--- config.mk ---
export PLATFORM = sky130hd
export DESIGN_NAME = timer_arbiter_flat
export DESIGN_NICKNAME = d
export VERILOG_FILES = /design/src/rtl/timer_arbiter_if.sv /design/src/rtl/timer_arbiter.sv /design/src/flat_wrapper.sv
export SDC_FILE = /design/constraint.sdc
export NUM_CORES = 1
export LEC_CHECK = 0
export CORE_MARGIN = 3
export CORE_UTILIZATION = 50
export CTS_CLUSTER_DIAMETER = 120
export DETAILED_ROUTE_END_ITERATION = 10
export PLACE_DENSITY = 0.92
export SLEW_MARGIN = 30
export SYNTH_ARGS = -nofsm -noshare
export SYNTH_HDL_FRONTEND = slang
export SYNTH_SLANG_ARGS = --single-unit
--- constraint.sdc ---
create_clock -name clk -period 3.84 [get_ports clk]
set_input_delay 1.152 -clock clk [delete_from_list [all_inputs] [get_ports clk]]
set_output_delay 1.152 -clock clk [all_outputs]
set_load 0.02 [all_outputs]
--- src/rtl/timer_arbiter_if.sv ---
`default_nettype none
// ============================================================================
// Module   : timer_arbiter_if
// Purpose  : Bundle of request / grant / status signals shared between the
//            requesting protocol FSMs and the shared interval timer.
// Ports    : tick     - count enable strobe, driven by the requester side
//            req      - level request per requester
//            req_len  - packed interval lengths, slice i = [i*NUM_BITS +: NUM_BITS]
//            grant    - one-hot owner of the counter (zero when unowned)
//            done     - one-cycle pulse to the owner at end of interval
//            busy     - counter currently owned
//            count    - current interval count
// Modports : master = requester side, slave = timer_arbiter
// Revision : 1.0 - initial release
// ============================================================================
interface timer_arbiter_if #(
  parameter int NUM_REQ  = 4,
  parameter int NUM_BITS = 16
);

  logic                         tick;
  logic [NUM_REQ-1:0]           req;
  logic [NUM_REQ*NUM_BITS-1:0]  req_len;
  logic [NUM_REQ-1:0]           grant;
  logic [NUM_REQ-1:0]           done;
  logic                         busy;
  logic [NUM_BITS-1:0]          count;

  modport master (
    output tick,
    output req,
    output req_len,
    input  grant,
    input  done,
    input  busy,
    input  count
  );

  modport slave (
    input  tick,
    input  req,
    input  req_len,
    output grant,
    output done,
    output busy,
    output count
  );

endinterface
`default_nettype wire

--- src/rtl/timer_arbiter.sv ---
`default_nettype none
// ============================================================================
// Module   : timer_arbiter
// Purpose  : Shares one programmable interval counter among NUM_REQ
//            requesters with round-robin arbitration. The winner's length is
//            latched at grant, tick-qualified cycles are counted to the end
//            of the interval, then done is pulsed to the owner and the
//            counter is released.
// Ports    : clk    - clock
//            n_rst  - asynchronous, active-low reset
//            bus    - timer_arbiter_if.slave (tick, req, req_len in;
//                     grant, done, busy, count out)
// Revision : 1.0 - initial release
// ============================================================================
module timer_arbiter #(
  parameter int NUM_REQ  = 4,
  parameter int NUM_BITS = 16
) (
  input  logic               clk,
  input  logic               n_rst,
  timer_arbiter_if.slave     bus
);

  localparam int PTR_W = $clog2(NUM_REQ);

  typedef enum logic [1:0] {
    S_IDLE = 2'd0,
    S_RUN  = 2'd1,
    S_DONE = 2'd2
  } state_t;

  // --------------------------------------------------------------------------
  // Registered state
  // --------------------------------------------------------------------------
  state_t               r_state;
  logic [NUM_REQ-1:0]   r_grant;
  logic [NUM_REQ-1:0]   r_done;
  logic                 r_busy;
  logic [NUM_BITS-1:0]  r_count;
  logic [NUM_BITS-1:0]  r_len;
  logic [PTR_W-1:0]     r_rr_ptr;
  logic [PTR_W-1:0]     r_owner;

  // --------------------------------------------------------------------------
  // Next-state values
  // --------------------------------------------------------------------------
  state_t               w_state_nxt;
  logic [NUM_REQ-1:0]   w_grant_nxt;
  logic [NUM_REQ-1:0]   w_done_nxt;
  logic                 w_busy_nxt;
  logic [NUM_BITS-1:0]  w_count_nxt;
  logic [NUM_BITS-1:0]  w_len_nxt;
  logic [PTR_W-1:0]     w_rr_ptr_nxt;
  logic [PTR_W-1:0]     w_owner_nxt;

  // --------------------------------------------------------------------------
  // Arbitration helpers
  // --------------------------------------------------------------------------
  logic                 w_any_req;
  logic [PTR_W:0]       w_sum;
  logic [PTR_W-1:0]     w_win;
  logic [NUM_REQ-1:0]   w_win_oh;
  logic [PTR_W:0]       w_inc;
  logic [PTR_W-1:0]     w_win_plus1;
  logic [NUM_BITS-1:0]  w_last;
  logic                 w_owner_req;

  assign w_any_req   = |bus.req;
  assign w_owner_req = bus.req[r_owner];

  // Terminal count value: a zero length behaves as a length of one.
  assign w_last = (r_len == '0) ? '0 : (r_len - NUM_BITS'(1));

  // Round-robin search. Candidates are visited from the farthest to the
  // nearest offset from r_rr_ptr so that the last hit, which is the one kept,
  // is the first set bit in search order. The extra sum bit keeps the
  // modulo reduction correct for non-power-of-two NUM_REQ.
  always_comb begin
    w_sum = '0;
    w_win = '0;
    for (int k = NUM_REQ - 1; k >= 0; k--) begin
      w_sum = {1'b0, r_rr_ptr} + (PTR_W+1)'(k);
      if (w_sum >= (PTR_W+1)'(NUM_REQ)) begin
        w_sum = w_sum - (PTR_W+1)'(NUM_REQ);
      end
      if (bus.req[w_sum[PTR_W-1:0]]) begin
        w_win = w_sum[PTR_W-1:0];
      end
    end
  end

  always_comb begin
    w_win_oh        = '0;
    w_win_oh[w_win] = 1'b1;
  end

  // Pointer moves one past the winner, wrapping at NUM_REQ.
  always_comb begin
    w_inc = {1'b0, w_win} + (PTR_W+1)'(1);
    if (w_inc == (PTR_W+1)'(NUM_REQ)) begin
      w_win_plus1 = '0;
    end else begin
      w_win_plus1 = w_inc[PTR_W-1:0];
    end
  end

  // --------------------------------------------------------------------------
  // FSM: next-state and registered-output values
  // --------------------------------------------------------------------------
  always_comb begin
    w_state_nxt  = r_state;
    w_grant_nxt  = r_grant;
    w_done_nxt   = '0;
    w_busy_nxt   = r_busy;
    w_count_nxt  = r_count;
    w_len_nxt    = r_len;
    w_rr_ptr_nxt = r_rr_ptr;
    w_owner_nxt  = r_owner;

    case (r_state)
      S_IDLE: begin
        w_grant_nxt = '0;
        w_busy_nxt  = 1'b0;
        w_count_nxt = '0;
        if (w_any_req) begin
          w_state_nxt  = S_RUN;
          w_grant_nxt  = w_win_oh;
          w_busy_nxt   = 1'b1;
          w_len_nxt    = bus.req_len[w_win*NUM_BITS +: NUM_BITS];
          w_rr_ptr_nxt = w_win_plus1;
          w_owner_nxt  = w_win;
        end
      end

      S_RUN: begin
        // Withdrawal is checked first so it beats a coincident terminal count.
        if (!w_owner_req) begin
          w_state_nxt = S_IDLE;
          w_grant_nxt = '0;
          w_busy_nxt  = 1'b0;
          w_count_nxt = '0;
        end else if (bus.tick) begin
          if (r_count == w_last) begin
            w_state_nxt = S_DONE;
            w_grant_nxt = '0;
            // The current grant vector is already one-hot on the owner.
            w_done_nxt  = r_grant;
          end else begin
            w_count_nxt = r_count + NUM_BITS'(1);
          end
        end
      end

      S_DONE: begin
        w_state_nxt = S_IDLE;
        w_grant_nxt = '0;
        w_busy_nxt  = 1'b0;
        w_count_nxt = '0;
      end

      default: begin
        w_state_nxt = S_IDLE;
        w_grant_nxt = '0;
        w_busy_nxt  = 1'b0;
        w_count_nxt = '0;
      end
    endcase
  end

  // --------------------------------------------------------------------------
  // State register
  // --------------------------------------------------------------------------
  always_ff @(posedge clk or negedge n_rst) begin
    if (!n_rst) begin
      r_state  <= S_IDLE;
      r_grant  <= '0;
      r_done   <= '0;
      r_busy   <= 1'b0;
      r_count  <= '0;
      r_len    <= '0;
      r_rr_ptr <= '0;
      r_owner  <= '0;
    end else begin
      r_state  <= w_state_nxt;
      r_grant  <= w_grant_nxt;
      r_done   <= w_done_nxt;
      r_busy   <= w_busy_nxt;
      r_count  <= w_count_nxt;
      r_len    <= w_len_nxt;
      r_rr_ptr <= w_rr_ptr_nxt;
      r_owner  <= w_owner_nxt;
    end
  end

  // --------------------------------------------------------------------------
  // Outputs
  // --------------------------------------------------------------------------
  assign bus.grant = r_grant;
  assign bus.done  = r_done;
  assign bus.busy  = r_busy;
  assign bus.count = r_count;

endmodule
`default_nettype wire
--- src/flat_wrapper.sv ---
// flat-port wrapper written by rule: the top's interface ports become plain ports
module timer_arbiter_flat 
#(
  parameter int NUM_REQ  = 4,
  parameter int NUM_BITS = 16
)
  (clk, n_rst, bus_tick, bus_req, bus_req_len, bus_grant, bus_done, bus_busy, bus_count);
  timer_arbiter_if #(.NUM_REQ(NUM_REQ), .NUM_BITS(NUM_BITS)) bus_i ();
  input  logic clk;
  input  logic n_rst;
  input wire logic [$bits(bus_i.tick)-1:0] bus_tick;
  input wire logic [$bits(bus_i.req)-1:0] bus_req;
  input wire logic [$bits(bus_i.req_len)-1:0] bus_req_len;
  output wire logic [$bits(bus_i.grant)-1:0] bus_grant;
  output wire logic [$bits(bus_i.done)-1:0] bus_done;
  output wire logic [$bits(bus_i.busy)-1:0] bus_busy;
  output wire logic [$bits(bus_i.count)-1:0] bus_count;
  assign bus_i.tick = bus_tick;
  assign bus_i.req = bus_req;
  assign bus_i.req_len = bus_req_len;
  assign bus_grant = bus_i.grant;
  assign bus_done = bus_i.done;
  assign bus_busy = bus_i.busy;
  assign bus_count = bus_i.count;
  timer_arbiter #(.NUM_REQ(NUM_REQ), .NUM_BITS(NUM_BITS)) u_core (.clk(clk), .n_rst(n_rst), .bus(bus_i));
endmodule
After elaboration in Yosys (flattened, before gate mapping)
Cells that the tools add are included.

Flip-flop bits (word level): 47. Input port bits: 71.

Add/subtract/negate cells: 10. Magnitude comparators: 11. Eq/ne operators: 8. Shift operators: 1. Multiplexer cells: 43. Reduce and logical (&&, ||, !) cells: 8.

Operator list (number): $mux W16 (5); $shiftx A64 B7 Y16 (1); $mux W4 (8); $mux W2 (13); $lt A2 B3 Y1 const B (6); $add A16 B1 Y16 const B (1); $eq A16 B16 Y1 (1); $logic_not A16 Y1 (1); $sub A16 B1 Y16 const B (1); $bmux W1 S2 (5); $ge A3 B3 Y1 const B (3); $ne A3 B3 Y1 const B (3); $mux W1 (8); $pmux W4 S2 (1); $sub A2 B1 Y2 const B (4); $add A2 B1 Y3 const B (2); $add A2 B2 Y3 const B (2); $reduce_and A2 Y1 (3); $pmux W2 S2 (1); $reduce_or A4 Y1 (1); $eq A3 B3 Y1 const B (1); $ge A2 B3 Y1 const B (1); $reduce_and A3 Y1 (1); $demux W1 S2 (1); other kinds (7) (7).

Logic depth before layout (Yosys ltp)
Gate-level depths: netlist (run 1).

Depth after elaboration: 15. Gate-level depth with buffers: 11. Gate-level depth less buffers: 10.

Worst setup path after synthesis (run 1)
No wires, ideal clock.

Path kind: reg-to-reg. From: register u_core.r_len[0]. To: register u_core.r_state[0]. Setup time: 0.124 ns. Arrival time: 2.722 ns. Data required time: 3.716 ns. Path slack: 0.994 ns. Cell stages (with the launch flop): 12. Period minus slack after synthesis: 2.846 ns. Cells stage by stage: dfrtp_1 -> inv_1 -> ha_1 -> or3b_1 -> or3_1 -> a21o_1 -> a221oi_2 -> o211ai_2 -> and4b_4 -> buf_6 -> a21oi_2 -> or2_1.

Cells in the longest elaborated chain, start to end: 5. Elaborated cells on any way between the ends: 6. Those cells by class: 1 x add/sub; 2 x eq/ne; 1 x mux; 2 x reduce/logical.

RTL lines: from (decl) (RTL line timer_arbiter.sv:40) `logic [NUM_BITS-1:0] r_len;`; from (signal assigned) (RTL line timer_arbiter.sv:189) `r_len <= w_len_nxt;`; $sub A16 B1 Y16 / $logic_not A16 Y1 (equally long branches) (RTL line timer_arbiter.sv:72) `assign w_last = (r_len == '0) ? '0 : (r_len - NUM_BITS'(1));`; $mux W16 (*) (RTL line timer_arbiter.sv:72); $eq A16 B16 Y1 (*) (RTL line timer_arbiter.sv:143) `if (r_count == w_last) begin`; $ne A3 B3 Y1 (no source line) (*); $reduce_and A3 Y1 (no source line) (*); to (signal assigned) (RTL line timer_arbiter.sv:184) `r_state <= w_state_nxt;`; to (decl) (RTL line timer_arbiter.sv:35) `state_t r_state;`.

Mark *: on every way between the ends. The rest lies on a longest branch, timed or not. A chain may end at the register's enable or synchronous reset.

Final worst setup path (run 1)
Ends and elaborated chain as after synthesis.

==> flow_summary.ini, run 1 <==
[detailed_routing]
drcViolationCount = 0
dr.pass1.iters = 5
avgRoutedWirePerCell_um = 15.6
final_antenna_net_count = 0
vias = 3749
first_iter_violations = 335
viasPerCell = 5.91
wl_mm = 9.88

[clock_network]
cts_buffers = 5
clk_pin_slew_ps = 110
post_cts_resized = 0
cts_buffer_depth = 2
post_cts_buffers = 0
cts.hold.buffers_added = 0
numClockSinks = 47
htreeDepth = 2
cts_tree = built
insertion_delay_ps = 320
cts_root_buf = clkbuf_8

[grt]
top_usage_layer = met2
grt_use_met3 = 0.0533
grt_pass1_wl_mm = 16.3
grt_use_met2 = 0.380
grt_antenna_before_repair = 0
grt_start_max_net_pins = 48
gr-usage-all-layers = 0.238
grt_util_met1 = 0.320
grt_pass1_vias = 3519
grt_overflow_total = 0

[worst_setup_path]
cp.required_ps = 4050
critical_path_class = flip-flop to flip-flop
cp-end-kind = flip-flop
worstPathArrival_ps = 3490
rr_worst_depth = 10
start_kind = flip-flop
crit-reg2reg-launch = u_core.r_len[0]
path_max_fanout = 33
reg2reg_to = u_core.r_state[0]
reg2reg_slack_ps = 570

[hold_path]
hp-class = flip-flop to flip-flop
whs_path_depth = 2
hp-start = u_core.bus.busy
worstHoldEndpoint = u_core.bus.busy

[yosys]
yosysSeqAreaShare = 0.326
syn_inst = 457
synthArstFlopShare = 1.00
synth_top_family_by_area = simple AND/OR/NAND/NOR gates
synth_ff_type = dfrtp_1
synth_fa_ha_area_frac = 0.0243
synth-xor-area-share = 0.0285
yosys.area_share.simple = 0.347
ys_types = 68
synth.cell_area_sq_um = 3600
syn_nets = 535
syn_area_per_cell_sq_um = 7.89
ys_warn_count = 0
synth_edf_count = 0
ys_seq_elements = 47
synth_compound_area_frac = 0.210
synth.mux.area_fraction = 0.0198

[timing]
fin_worst_skew_ps = 20.8
min_period_ps = 3270
maxSlewHeadroom = 0.446
fin_crit_sh = 0.852
hold_viol = 0
worst_slew_pin_slew_ps = 831
fmax_mhz = 306
drv_slew = 0
tns_ps = 0
grt_setup_unrepaired = no
setup_viol = 0

[power_and_ir_drop]
cellPowerDensity_nw_per_um2 = 569
power_mw = 2.66
ir_worst_vdd_uv = 369
p_leak_nw = 1.89

[job]
maxCapViolations = 0

[placement]
port_buffers = 95
hpwl_mm = 7.46
gp_congestion = 0.967

[floorplanning]
start_util = 0.522
ioPinCount = 96
die_y_um = 90.9
core_sq_um = 6910
fp-row-count = 30
die_w_um = 90.9
die_area_sq_um = 8260

[cells_and_area]
fillers = 552
nets = 615
n_antenna_cell = 0
area_growth_syn_to_layout_pct = 30.0
layout-drive-gt1-share = 0.0688

[run_status]
status = finished, final reports clean
[routing by layer]
metal  vias to the layer above  part of all wire  wire length (um)
li1                       1815                 -                 -
met1                      1747              0.44              4360
met2                       166              0.47              4670
met3                        21             0.068               669
met4                         0             0.019               189
met5                         -                 0                 0
[cells by family (layout without fill, tap and decap cells)]
kind of cell / Yosys count / count (layout)
AOI/OAI and AO/OA: 120 / 120
xor gates and xnor gates: 10 / 10
adders and majority gates: 7 / 7
buffers and inverters: 35 / 116
DFF: 47 / 47
muxes: 7 / 7
and+or+nand+nor: 231 / 231
[worst max-delay path by stage]
| stage | start | cells after the start | slack, ps | to |
|---|---|---|---|---|
| floorplan | u_core.r_len[0] | 11 | 990 | u_core.r_state[0] |
| global placement | u_core.r_len[0] | 10 | 770 | u_core.r_state[0] |
| detailed placement | u_core.r_len[0] | 10 | 680 | u_core.r_state[0] |
| CTS | u_core.r_len[0] | 10 | 620 | u_core.r_state[0] |
| global route | u_core.r_len[0] | 10 | 270 | u_core.r_state[0] |
| finish | u_core.r_len[0] | 10 | 570 | u_core.r_state[0] |
[through the flow]
stage,std cells,setup slack (ps),cell area (sq um),hold slack [ps],util
2_1_floorplan,457,994,3600,493,-
3_3_place_gp,626,774,4590,482,0.664
3_5_place_dp,626,682,4590,474,0.664
4_1_cts,634,620,4680,518,0.678
5_1_grt,634,266,4680,526,0.678
6_report,634,567,4680,513,0.678
[power breakdown]
group	internal, mW	switching [mW]
Sequential	0.638	0.259
Clock	0.135	0.198
Combinational	0.607	0.827
Total	1.38	1.28
[area by class of cell]
class                           count  area (sq um)  area share
Multi-Input combinational cell    375          2280       0.486
Sequential cell                    47          1180       0.251
Timing Repair Buffer              100           986       0.210
Tap cell                           96           120      0.0256
Clock buffer                        5          68.8      0.0147
Inverter                            8          30.0     0.00641
Clock inverter                      3          27.5     0.00588
[placed cells by master, fill, tap and decap left out, drive strengths merged, types with 3 or more instances in the layout]
cell type,count
a21oi,27
dfrtp,47
clkbuf,5
nand4,13
xnor2,5
or2,5
or4,5
buf,6
or3,18
and3,8
nand4b,3
o21ai,52
nor3b,3
and2,6
nand2,66
a22o,4
xor2,4
nor2,57
mux2i,6
nor4,10
o22ai,3
nand3,23
clkdlybuf4s50,94
o21a,4
o31ai,5
inv,9
ha,7
o211ai,7
a211o,3
nor2b,3
[registers in the layout (all words and copies together) (netlist names)]
signal            count
u_core.bus.done       4
u_core.r_owner        2
u_core.bus.busy       1
u_core.bus.grant      4
u_core.bus.count     16
u_core.r_rr_ptr       2
u_core.r_state        2
u_core.r_len         16
[synthesized netlist by cell type, drive strengths merged, types with 2 or more instances]
| master | count | share of area |
|---|---|---|
| nor4 | 10 | 0.036 |
| inv | 7 | 0.0073 |
| nor3b | 3 | 0.0094 |
| a21oi | 27 | 0.039 |
| a22o | 4 | 0.0097 |
| xor2 | 4 | 0.0097 |
| or3 | 18 | 0.033 |
| ha | 7 | 0.024 |
| a31oi | 2 | 0.0035 |
| o31ai | 5 | 0.014 |
| mux2i | 6 | 0.017 |
| and2 | 6 | 0.010 |
| nand4 | 13 | 0.024 |
| nand2b | 2 | 0.0035 |
| nand3b | 2 | 0.0042 |
| o21ai | 52 | 0.073 |
| or4 | 5 | 0.011 |
| clkbuf | 22 | 0.023 |
| a21boi | 2 | 0.0042 |
| nor2b | 3 | 0.0052 |
| or2 | 5 | 0.0087 |
| o22ai | 3 | 0.0052 |
| nor3 | 2 | 0.0028 |
| and3 | 8 | 0.014 |
| dfrtp | 47 | 0.33 |
| a211o | 3 | 0.0073 |
| xnor2 | 5 | 0.012 |
| nand4b | 3 | 0.0090 |
| o211ai | 7 | 0.016 |
| nand2 | 66 | 0.069 |
| o21a | 4 | 0.0083 |
| buf | 5 | 0.013 |
| nor2 | 57 | 0.059 |
| nand3 | 23 | 0.032 |
[worst max-delay path: stages, from the launching register on]
cell,delay [ps]
dfrtp_1,460
inv_1,130
ha_1,200
nor3b_4,440
nand4_2,310
or2_1,300
a31oi_1,270
o211ai_2,120
and4b_4,550
a21oi_2,150
or2_1,250
(Power assumes the default switching activity.)
==> inputs of run 2 (changes only) <==
ABC_AREA = 1   (was unset)
CORE_UTILIZATION = 51   (was 50)
==> flow_summary.ini, run 2 <==
[run_status]
status = finished, final reports clean

[yosys]
synth_most_common_cell = nand2_1
synthTopCellsByArea = dfrtp_1 (30%), nand2_1 (17%), nand3_1 (9.0%)
syn_area_per_cell_sq_um = 6.23
synth_top_area_frac = 0.301
ys_warn_count = 0
synthTopCellsByCount = nand2_1 (175), nor2_1 (78), inv_1 (74)
ys_types = 36
synth_edf_count = 0
synthArstFlopShare = 1.00
yosysSeqAreaShare = 0.301
synth.cell_area_sq_um = 3900
ys_seq_elements = 47
syn_inst = 627
synth_ff_type = dfrtp_1
yosysTopAreaCell = dfrtp_1
syn_nets = 705

[hold_path]
whs_path_depth = 2
hp-class = flip-flop to flip-flop
hp-start = u_core.bus.busy

[power_and_ir_drop]
cellPowerDensity_nw_per_um2 = 679
ir_worst_vdd_uv = 452
power_mw = 3.38
p_leak_nw = 2.36

[placement]
place_ws_ps = 327
gp_congestion = 0.952
dp_cells = 803
dpl_cell_area_sq_um = 4890
hpwl_mm = 8.55
port_buffers = 95

[timing]
setup_viol = 0
maxSlewHeadroom = 0.621
grt_setup_unrepaired = no
fin_crit_sh = 0.850
tns_ps = 0
min_period_ps = 3260
hold_viol = 0
fin_worst_skew_ps = 9.44
drv_slew = 0
fin_hold_ws_ps = 490
worst_slew_pin_slew_ps = 568
fmax_mhz = 306
setup_ws_ps = 575

[floorplanning]
die_area_sq_um = 8740
core_sq_um = 7330
die_y_um = 93.5
start_util = 0.533
fp-row-count = 31
ioPinCount = 96
die_w_um = 93.5

[clock_network]
cts_buffer_depth = 2
cts.hold.buffers_added = 0
cts_buffers = 5
cts_tree = built
clk_pin_slew_ps = 100
post_cts_resized = 0
post_cts_buffers = 0
cts_root_buf = clkbuf_8
insertion_delay_ps = 300
htreeDepth = 2
numClockSinks = 47

[worst_setup_path]
path_common_cell = nor2_1
rr_worst_depth = 13
critical_path.max_stage_delay_ps = 490
path_max_fanout = 12
crit_buf_inv = 3
worstPathArrival_ps = 3490
worst-path-stages = 11
start_kind = input port
critical_path_class = input port to flip-flop
cpMaxStageDelayCell = clkdlybuf4s50_1
crit_family = simple AND/OR/NAND/NOR gates
cp-end-kind = flip-flop
crit-reg2reg-launch = u_core.r_len[0]
cp.required_ps = 4070
cp-startpoint = bus_req[3]
crit_path_cell_trace = clkdlybuf4s50_1, o21ai_0, nor2_1, nor2_1, nand3b_1, nand2_1, buf_4, inv_2, nor2_1, o21ai_0, o211ai_1

[detailed_routing]
viasPerCell = 5.41
vias = 4384
wl_mm = 10.7
drcViolationCount = 0
dr.pass1.iters = 6
final_antenna_net_count = 0
first_iter_violations = 226
avgRoutedWirePerCell_um = 13.3

[cells_and_area]
nets = 789
design_area_sq_um = 4980
fin_cells = 811
fillers = 592
area_growth_syn_to_layout_pct = 27.6
layout-drive-gt1-share = 0.0520
layout_common_cells = nand2_1 (175), clkdlybuf4s50_1 (94), nor2_1 (78)
regArea_sq_um = 1180
final_common_cell = nand2_1
n_antenna_cell = 0
fin_util = 0.679
multi_input_area_sq_um = 2320

[grt]
grt_pass1_wl_mm = 18.7
grt_antenna_before_repair = 0
grt_overflow_total = 0
grt_pass1_vias = 4227
grt_start_max_net_pins = 53
gr-usage-all-layers = 0.259

[job]
maxCapViolations = 0
## run 2: path summary, 6_finish.rpt
check / to / slack [ps]
max in group asynchronous: u_core.r_len[13] / 2610
setup reg to reg: u_core.bus.count[11] / 920
hold reg to reg: u_core.bus.busy / 490
hold / removal: u_core.bus.busy / 490
min in group asynchronous: u_core.bus.count[3] / 840
setup / recovery: u_core.r_len[4] / 580
## run 2: tightest hold or removal path: stages, from the launching register on
cell and delay [ps]:
dfrtp_1 360, nand2_1 50, nand2_1 50
## run 2: final cells by class
type	count	area share
Clock buffer	6	0.0146
Multi-Input combinational cell	481	0.467
Clock inverter	2	0.00327
Inverter	77	0.0580
Timing Repair Buffer	99	0.196
Tap cell	99	0.0249
Sequential cell	47	0.236
## run 2: cells by family after synthesis
group / count (synthesis) / synth area share
and+or+nand+nor: 386 / 0.438
AOI/OAI and AO/OA: 78 / 0.113
buffers and inverters: 99 / 0.103
adders and majority gates: 7 / 0.0224
xor gates and xnor gates: 10 / 0.0224
DFF: 47 / 0.301
## run 2: per-layer routing
layer / part of all wire / up-vias / global-route usage
met5: 0 / - / 0
met4: 0.016 / 0 / 0.0696
met3: 0.070 / 17 / 0.0370
met2: 0.49 / 192 / 0.451
met1: 0.43 / 1967 / 0.336
li1: - / 2208 / -
## run 2: report_power, final
part           switching [mW]  leakage (nW)  total (mW)  internal (mW)
registers               0.173         0.612       0.815          0.642
logic                    1.47          1.71        2.26          0.789
clock network           0.178        0.0418       0.309          0.131
total                    1.82          2.36        3.38           1.56
